`src/rtl/ctrl_pkg.sv`:
```
// Shared encodings for the multicycle RV32I controller: states, ALU controls, opcodes, mux selects.
`timescale 1ns/1ps
package ctrl_pkg;

  typedef enum logic [3:0] {
    S_RST      = 4'd0,
    S_FETCH    = 4'd1,
    S_DECODE   = 4'd2,
    S_MEMADR   = 4'd3,
    S_MEMREAD  = 4'd4,
    S_MEMWB    = 4'd5,
    S_MEMWRITE = 4'd6,
    S_EXECUTER = 4'd7,
    S_EXECUTEI = 4'd8,
    S_ALUWB    = 4'd9,
    S_BEQ      = 4'd10,
    S_JAL      = 4'd11
  } state_t;

  localparam logic [2:0] ALU_ADD = 3'b000;
  localparam logic [2:0] ALU_SUB = 3'b001;
  localparam logic [2:0] ALU_SLT = 3'b101;
  localparam logic [2:0] ALU_OR  = 3'b011;
  localparam logic [2:0] ALU_AND = 3'b010;

  localparam logic [1:0] ALUOP_ADD   = 2'b00;
  localparam logic [1:0] ALUOP_SUB   = 2'b01;
  localparam logic [1:0] ALUOP_FUNCT = 2'b10;

  localparam logic [6:0] OP_LOAD   = 7'b0000011;
  localparam logic [6:0] OP_STORE  = 7'b0100011;
  localparam logic [6:0] OP_RTYPE  = 7'b0110011;
  localparam logic [6:0] OP_ITYPE  = 7'b0010011;
  localparam logic [6:0] OP_BRANCH = 7'b1100011;
  localparam logic [6:0] OP_JAL    = 7'b1101111;

  localparam logic [1:0] SRCA_PC    = 2'b00;
  localparam logic [1:0] SRCA_OLDPC = 2'b01;
  localparam logic [1:0] SRCA_RS1   = 2'b10;
  localparam logic [1:0] SRCB_RS2   = 2'b00;
  localparam logic [1:0] SRCB_IMM   = 2'b01;
  localparam logic [1:0] SRCB_FOUR  = 2'b10;
  localparam logic [1:0] RES_ALUOUT = 2'b00;
  localparam logic [1:0] RES_DATA   = 2'b01;
  localparam logic [1:0] RES_ALU    = 2'b10;
  localparam logic [1:0] IMM_I      = 2'b00;
  localparam logic [1:0] IMM_S      = 2'b01;
  localparam logic [1:0] IMM_B      = 2'b10;
  localparam logic [1:0] IMM_J      = 2'b11;

  function automatic logic op_legal(input logic [6:0] op);
    return (op == OP_LOAD) || (op == OP_STORE) || (op == OP_RTYPE) ||
           (op == OP_ITYPE) || (op == OP_BRANCH) || (op == OP_JAL);
  endfunction

endpackage

```
`src/rtl/alu_decoder.sv`:
```
// Maps the FSM's coarse alu_op plus instruction funct fields to the ALU control encoding.
`timescale 1ns/1ps
module alu_decoder
  import ctrl_pkg::*;
(
  input  logic [1:0] alu_op,
  input  logic       op5,
  input  logic [2:0] funct3,
  input  logic       funct7b5,
  output logic [2:0] alu_control
);

  always_comb begin
    alu_control = ALU_ADD;
    case (alu_op)
      ALUOP_SUB:   alu_control = ALU_SUB;
      ALUOP_FUNCT: begin
        case (funct3)
          // op5 separates R-type from I-type so addi with imm[10] set is not a sub
          3'b000:  alu_control = (op5 & funct7b5) ? ALU_SUB : ALU_ADD;
          3'b010:  alu_control = ALU_SLT;
          3'b110:  alu_control = ALU_OR;
          3'b111:  alu_control = ALU_AND;
          default: alu_control = ALU_ADD;
        endcase
      end
      default:     alu_control = ALU_ADD;
    endcase
  end

endmodule

```
`src/rtl/multicycle_controller.sv`:
```
// Moore control FSM for the multicycle RV32I datapath; outputs are registered from the next state.
// Optional macro CTRL_BNE_EN: BEQ state also resolves BNE via funct3[0].
`timescale 1ns/1ps
module multicycle_controller
  import ctrl_pkg::*;
#(
  parameter int ALU_CTRL_W = 3,
  parameter int STATE_W    = 4
) (
  input  logic                  clk,
  input  logic                  rst_n,
  input  logic [6:0]            op,
  input  logic [2:0]            funct3,
  input  logic                  funct7b5,
  input  logic                  zero_flag,
  output logic                  pc_write,
  output logic                  ir_write,
  output logic                  reg_write,
  output logic                  mem_write,
  output logic [1:0]            alu_src_a,
  output logic [1:0]            alu_src_b,
  output logic [1:0]            result_src,
  output logic [1:0]            imm_src,
  output logic [ALU_CTRL_W-1:0] alu_control,
  output logic                  illegal_op,
  output logic [STATE_W-1:0]    state_o
);

  state_t     state_q, state_d;
  logic       pc_write_q, ir_write_q, reg_write_q, mem_write_q;
  logic       pc_write_d, ir_write_d, reg_write_d, mem_write_d;
  logic [1:0] src_a_q, src_b_q, result_src_q, imm_src_q;
  logic [1:0] src_a_d, src_b_d, result_src_d, imm_src_d;
  logic [1:0] alu_op_d;
  logic [2:0] alu_ctrl_q, alu_ctrl_d;
  logic       branch_taken;

  always_comb begin
    state_d = S_RST;
    case (state_q)
      S_RST:      state_d = S_FETCH;
      S_FETCH:    state_d = S_DECODE;
      S_DECODE: begin
        case (op)
          OP_LOAD, OP_STORE: state_d = S_MEMADR;
          OP_RTYPE:          state_d = S_EXECUTER;
          OP_ITYPE:          state_d = S_EXECUTEI;
          OP_BRANCH:         state_d = S_BEQ;
          OP_JAL:            state_d = S_JAL;
          default:           state_d = S_FETCH;
        endcase
      end
      S_MEMADR:   state_d = (op == OP_STORE) ? S_MEMWRITE : S_MEMREAD;
      S_MEMREAD:  state_d = S_MEMWB;
      S_MEMWB:    state_d = S_FETCH;
      S_MEMWRITE: state_d = S_FETCH;
      S_EXECUTER: state_d = S_ALUWB;
      S_EXECUTEI: state_d = S_ALUWB;
      S_ALUWB:    state_d = S_FETCH;
      S_BEQ:      state_d = S_FETCH;
      S_JAL:      state_d = S_ALUWB;
      default:    state_d = S_RST;
    endcase
  end

  // Decode the outputs of the state being entered so they come straight from flops.
  always_comb begin
    pc_write_d   = 1'b0;
    ir_write_d   = 1'b0;
    reg_write_d  = 1'b0;
    mem_write_d  = 1'b0;
    src_a_d      = SRCA_PC;
    src_b_d      = SRCB_RS2;
    result_src_d = RES_ALUOUT;
    imm_src_d    = IMM_I;
    alu_op_d     = ALUOP_ADD;
    case (state_d)
      S_FETCH: begin
        ir_write_d   = 1'b1;
        pc_write_d   = 1'b1;
        src_b_d      = SRCB_FOUR;
        result_src_d = RES_ALU;
      end
      S_DECODE: begin
        src_a_d   = SRCA_OLDPC;
        src_b_d   = SRCB_IMM;
        imm_src_d = IMM_B;
      end
      S_MEMADR: begin
        src_a_d   = SRCA_RS1;
        src_b_d   = SRCB_IMM;
        imm_src_d = (op == OP_STORE) ? IMM_S : IMM_I;
      end
      S_MEMWB: begin
        result_src_d = RES_DATA;
        reg_write_d  = 1'b1;
      end
      S_MEMWRITE: mem_write_d = 1'b1;
      S_EXECUTER: begin
        src_a_d  = SRCA_RS1;
        alu_op_d = ALUOP_FUNCT;
      end
      S_EXECUTEI: begin
        src_a_d  = SRCA_RS1;
        src_b_d  = SRCB_IMM;
        alu_op_d = ALUOP_FUNCT;
      end
      S_ALUWB: reg_write_d = 1'b1;
      S_BEQ: begin
        src_a_d  = SRCA_RS1;
        alu_op_d = ALUOP_SUB;
      end
      S_JAL: begin
        src_a_d    = SRCA_OLDPC;
        src_b_d    = SRCB_FOUR;
        pc_write_d = 1'b1;
      end
      default: ;
    endcase
  end

  alu_decoder u_alu_decoder (
    .alu_op      (alu_op_d),
    .op5         (op[5]),
    .funct3      (funct3),
    .funct7b5    (funct7b5),
    .alu_control (alu_ctrl_d)
  );

  always_ff @(posedge clk or negedge rst_n) begin
    if (!rst_n) begin
      state_q      <= S_RST;
      pc_write_q   <= 1'b0;
      ir_write_q   <= 1'b0;
      reg_write_q  <= 1'b0;
      mem_write_q  <= 1'b0;
      src_a_q      <= 2'b00;
      src_b_q      <= 2'b00;
      result_src_q <= 2'b00;
      imm_src_q    <= 2'b00;
      alu_ctrl_q   <= ALU_ADD;
    end else begin
      state_q      <= state_d;
      pc_write_q   <= pc_write_d;
      ir_write_q   <= ir_write_d;
      reg_write_q  <= reg_write_d;
      mem_write_q  <= mem_write_d;
      src_a_q      <= src_a_d;
      src_b_q      <= src_b_d;
      result_src_q <= result_src_d;
      imm_src_q    <= imm_src_d;
      alu_ctrl_q   <= alu_ctrl_d;
    end
  end

`ifdef CTRL_BNE_EN
  assign branch_taken = funct3[0] ? ~zero_flag : zero_flag;
`else
  assign branch_taken = zero_flag;
`endif

  // zero_flag is only valid during the compare cycle itself, so the branch term is combinational.
  assign pc_write    = pc_write_q | ((state_q == S_BEQ) & branch_taken);
  assign ir_write    = ir_write_q;
  assign reg_write   = reg_write_q;
  assign mem_write   = mem_write_q;
  assign alu_src_a   = src_a_q;
  assign alu_src_b   = src_b_q;
  assign result_src  = result_src_q;
  assign imm_src     = imm_src_q;
  assign alu_control = ALU_CTRL_W'(alu_ctrl_q);
  assign illegal_op  = (state_q == S_DECODE) & ~op_legal(op);
  assign state_o     = STATE_W'(state_q);

endmodule

```
`config.mk`:
```
export PLATFORM = sky130hd
export DESIGN_NAME = multicycle_controller
export DESIGN_NICKNAME = d
export VERILOG_FILES = /design/src/rtl/ctrl_pkg.sv /design/src/rtl/alu_decoder.sv /design/src/rtl/multicycle_controller.sv
export SDC_FILE = /design/constraint.sdc
export NUM_CORES = 1
export LEC_CHECK = 0
export BUFFER_PORTS_ARGS = -buffer_cell sky130_fd_sc_hd__buf_2
export CORE_MARGIN = 2
export CORE_UTILIZATION = 52
export CTS_CLUSTER_DIAMETER = 30
export DETAILED_ROUTE_END_ITERATION = 8
export PLACE_DENSITY = 0.86
export SLEW_MARGIN = 10
export SYNTH_ARGS = -nofsm -noshare
export SYNTH_HDL_FRONTEND = slang
export SYNTH_SLANG_ARGS = --single-unit
```
`constraint.sdc`:
```
create_clock -name clk -period 3.2 [get_ports clk]
set_input_delay 0.32 -clock clk [delete_from_list [all_inputs] [get_ports clk]]
set_output_delay 0.32 -clock clk [all_outputs]
set_load 0.05 [all_outputs]
```
Yosys cells after proc, flatten, opt, wreduce, memory -nomap -nowiden
Cells that the tools add are included.
Widths: inputs -> output; s select.
- reduce and logical (&&, ||, !) cells: 16
- eq/ne operators: 32
- mux-type cells: 16
- bitwise gates (word level): 5
- operators with widths (cell ; count):
    $eq 4x4->1 const B ; 8
    $eq 4x3->1 const B ; 7
    $pmux 4 s6 ; 1
    $pmux 2 s2 ; 5
    $pmux 4 s5 ; 1
    $eq 4x2->1 const B ; 4
    $eq 7x6->1 const B ; 2
    $eq 7x7->1 const B ; 2
    $pmux 3 s4 ; 1
    $reduce_or 2->1 ; 5
    $eq 4x1->1 const B ; 2
    $eq 7x2->1 const B ; 1
    $eq 7x5->1 const B ; 1
    $eq 3x3->1 const B ; 2
    $mux 1 ; 6
    $pmux 3 s2 ; 1
    $reduce_or 3->1 ; 2
    $logic_or 1x1->1 ; 5
    $reduce_or 5->1 ; 1
    $logic_not 4->1 ; 1
    $reduce_or 4->1 ; 1
    $and 1x1->1 ; 3
    $eq 3x2->1 const B ; 1
    $logic_not 3->1 ; 1
    other kinds (5) ; 5
- flip-flop bits (word level): 19
- word-level logic and storage cells: 79
- output and inout bits: 20

Logic depth before layout (Yosys ltp)
- word-level depth: 9
- depth in mapped cells: 9
- depth with buffers taken out: 8

By module
A second synthesis with hierarchy kept.
- cell total of the unflattened synthesis: 96
- area, all modules: 1014.7 µm²
- by module, submodules not included (module ; cells each ; instances ; area each (µm²)):
    multicycle_controller ; 85 ; 1 ; 918.4
    alu_decoder ; 11 ; 1 ; 96.3

Worst setup path before layout
Ideal clock, no wire load.
- path type: reg-to-reg
- from: reg state_q[0], in the netlist state_o[0]
- to: reg alu_ctrl_q[1], in the netlist alu_control[1]
- path buffers: 1
- arrival time: 2.145 ns
- slack: 0.969 ns
- clock period less this slack: 2.231 ns
- setup time: 0.086 ns
- stages on the path, launching flop included: 9
- required time: 3.114 ns
- path through: dfrtp_1 > buf_4 > nor4b_4 > and4b_1 > a311o_1 > o211ai_1 > inv_1 > ha_1 > nor3_1
- cells in the longest elaborated chain, start to end: 8
- elaborated cells on any way between the ends: 23
- RTL lines (item ; RTL line ; text):
    from (decl) ; multicycle_controller.sv:29 ; state_t state_q, state_d;
    from (signal assigned) ; multicycle_controller.sv:143 ; state_q <= state_d;
    $eq 4x4->1 (tied with other cells) ; multicycle_controller.sv:40 ; case (state_q)
    $reduce_or 5->1 (no line) / $reduce_or 3->1 (equally long branches) ; -- ;
    $pmux 4 s6 * ; multicycle_controller.sv:40 ;
    via state_d[3] ; multicycle_controller.sv:29 ;
    $eq 4x4->1 / $eq 4x3->1 (equally long branches) ; multicycle_controller.sv:77 ; case (state_d)
    $reduce_or 2->1 (no line) ; -- ;
    $pmux 2 s2 * ; multicycle_controller.sv:77 ;
    $eq 2x2->1 / $eq 2x1->1 (equally long branches) ; alu_decoder.sv:15 ; case (alu_op)
    $pmux 3 s2 * ; alu_decoder.sv:15 ;
    via alu_ctrl_d[1] ; multicycle_controller.sv:35 ; logic [2:0] alu_ctrl_q, alu_ctrl_d;
    to (signal assigned) ; multicycle_controller.sv:152 ; alu_ctrl_q <= alu_ctrl_d;
    to (decl) ; multicycle_controller.sv:35 ;
Mark *: on every way through the listed nets, which the timed path passes. The rest lies on a longest branch.

Worst setup path after layout
- from: reg state_q[1], in the netlist state_o[1]
- to: reg alu_ctrl_q[0], in the netlist alu_control[0]
Same word-level chain as after synthesis.

==> out/qor.yml <==
status: "finished, final reports clean"
dp_cells: 155
ys_async_sr_fraction_pct: 100.0
synth-seq-cells: 17
grt_pass1_vias: 774
rr_startpoint: "state_o[1]"
numCtsBuffers: 3
nFillCells: 152
crit_arrival_ns: 2.46
setup_viol: 0
multi_input_area_um2: 471.7
routed_wl_um: 2051
rsz0062_at_grt: "false"
synthesis.area_um2: 959.7
vias: 875
endpoint_kind: "register"
rr_worst_depth: 8
yosysSeqAreaShare_pct: 44.33
clock_latency_ns: 0.28
slew_viol_final: 0
viasPerCell: 5.469
cts_buffer_depth: 2
critPathKind: "register to register"
nets: 152
synth_edf_count: 0
register_area_um2: 425.4
cp_cell_sequence: "nor4b_4, and4b_1, a311o_1, o211ai_1, ha_1, nor3b_1, nor2_1, nor2_1"
drc: 0
grt_use_total_pct: 20.51
final.setup_skew_ns: 0.002823
core-area_um2: 1727
worstMarginPinSlew_ns: 0.4480
endpoint: "alu_control[0]"
p_total_mw: 1.059
crit_required_ns: 3.38
rows: 15
power_switching_mw: 0.5685
clk_pin_slew_ns: 0.09
r2r_slack_ns: 0.93
r2r-end: "alu_control[0]"
whs_ns: 0.2001
ys.flop_type: "dfrtp_1"
place_ws_ns: 0.9768
period_minus_slack_ns: 2.274
cts_tree: "built"
startpoint: "state_o[1]"
synth_top_area_cell: "dfrtp_1"
grt_antenna_before_repair: 0
synth_cell_type_count: 40
maxCapViolCount: 0
gp_congestion: 0.8424
hold_path_class: "input pin to register"
h-tree-depth: 1
syn_avg_cell_area_um2: 9.317
p_leak_nw: 0.6048
switching_share_pct: 53.69
grt_start_max_net_pins: 18
worst_slack_ns: 0.9262
die_area_um2: 2205
final_util_pct: 66.96
crit_buf_inv: 0
cts.sinks: 17
yosysMostFrequentCell: "dfrtp_1"
synth_area_leaders: "dfrtp_1 44%, nand2_1 4.3%, nor2_1 3.9%"
drt-pass1-iter-count: 6
pwr-share-seq_pct: 32.1
fin_area_um2: 1156
cts_root_buf: "clkbuf_4"
p_per_area_nw_per_um2: 915.9
layoutNonFillerInstCount: 160
diodes: 0
finalHoldViolCount: 0
drtIter0Drc: 14
ant_nets: 0
vdd_ir_drop_max_uv: 411.4
syn_nets: 119
cp_max_fo: 12
drive_above_1_share_pct: 30.37
clkPwrFrac_pct: 10.6
finalSetupTns_ns: 0
dp_hpwl_um: 1639
grt_pass1_wl_um: 3174
gr-total-overflow: 0
slowest_stage: "dfrtp_1"
p_int_mw: 0.4903
die_w_um: 46.96
synth.top_cell.area_share_pct: 44.33
crit_cells: 8
wl_per_cell_um: 12.82
yosysWarningCount: 0
slew_headroom_pct: 70.02
cts_resized: 0
slowest_delay_ns: 0.55
initial_core_util_pct: 55.58
ioPinCount: 34
max_freq_mhz: 439.8
fin_crit_sh_pct: 71.06
startpoint_type: "register"
crit_top_cell: "nor2_1"
port_buffers: 33
pwr-share-comb_pct: 57.4
critical-path-top-delay-family: "simple AND/OR/NAND/NOR gates"
dpl_cell_area_um2: 1120
die_h_um: 46.96
syn2layout_area_growth_pct: 20.47
syn_inst: 103
synth_common_cells: "17 x dfrtp_1, 11 x nand2_1, 10 x nor2_1, 7 x inv_1, 6 x nor3_1"
-- per-layer routing --
layer / track usage [%] / vias up / wire length, um / part of all wire [%]
li1: - / 422 / - / -
met1: 22.49 / 416 / 862 / 42
met2: 39.18 / 33 / 1060 / 52
met3: 3.077 / 4 / 102 / 5.0
met4: 7.778 / 0 / 26 / 1.3
met5: 0 / - / 0 / 0
-- cells in the final DEF (no fill, tap or decap), types with 2 or more instances in the layout --
| cell type | n |
|---|---|
| nor2_1 | 10 |
| nand3_1 | 2 |
| nand4_1 | 2 |
| a21oi_1 | 2 |
| and3_1 | 3 |
| nor2b_1 | 3 |
| and2_1 | 2 |
| ha_1 | 2 |
| buf_2 | 33 |
| nor3b_1 | 3 |
| a31oi_1 | 2 |
| nand2_1 | 11 |
| o21ai_0 | 3 |
| nor3_1 | 6 |
| inv_1 | 7 |
| dfrtp_1 | 17 |
| clkbuf_4 | 3 |
-- cell type report --
type | instances | share of cell area (%)
Sequential cell | 17 | 36.80
Tap cell | 25 | 2.706
Clock buffer | 4 | 2.273
Inverter | 7 | 2.273
Timing Repair Buffer | 34 | 15.15
Multi-Input combinational cell | 73 | 40.80
-- logic make-up after synthesis --
logic type	count (synthesis)	synth area share, %
AO/OA/AOI/OAI	19	14.47
XOR/XNOR	2	1.826
adder cells (fa/ha/maj)	2	2.607
buffers and inverters	13	6.519
flip-flops	17	44.33
AND/OR/NAND/NOR	50	30.25
-- sequential cells by signal, summed over array words and instances (netlist names), 2 cells and up --
name / cells
imm_src: 2
alu_control: 3
state_o: 4
alu_src_a: 2
result_src: 2
-- power groups by stage --
stage	Clock [mW]	Combinational (mW)	Sequential, mW
3_3_place_gp	0	0.593	0.340
2_1_floorplan	0	0.338	0.501
4_1_cts	0.112	0.608	0.340
5_1_grt	0.122	0.648	0.353
3_5_place_dp	0	0.606	0.344
6_report	0.112	0.607	0.340
-- what timing repair did --
action,4_1_cts,5_1_grt
hold buffers,1,0
setup endpoints to repair,0,0
buffers inserted,0,0
endpoints found under the hold margin,17,0
-- worst min path at each step --
| stage | from | to | cells past startpoint |
|---|---|---|---|
| after floorplan | rst_n | alu_control[0] | 0 |
| after global placement | rst_n | alu_src_a[1] | 1 |
| after detailed placement | rst_n | alu_control[2] | 1 |
| after CTS | funct3[0] | alu_control[2] | 2 |
| after global routing | funct3[0] | alu_control[2] | 2 |
| final | funct3[0] | alu_control[2] | 2 |
Note: power is estimated with default switching activity, not from simulation.
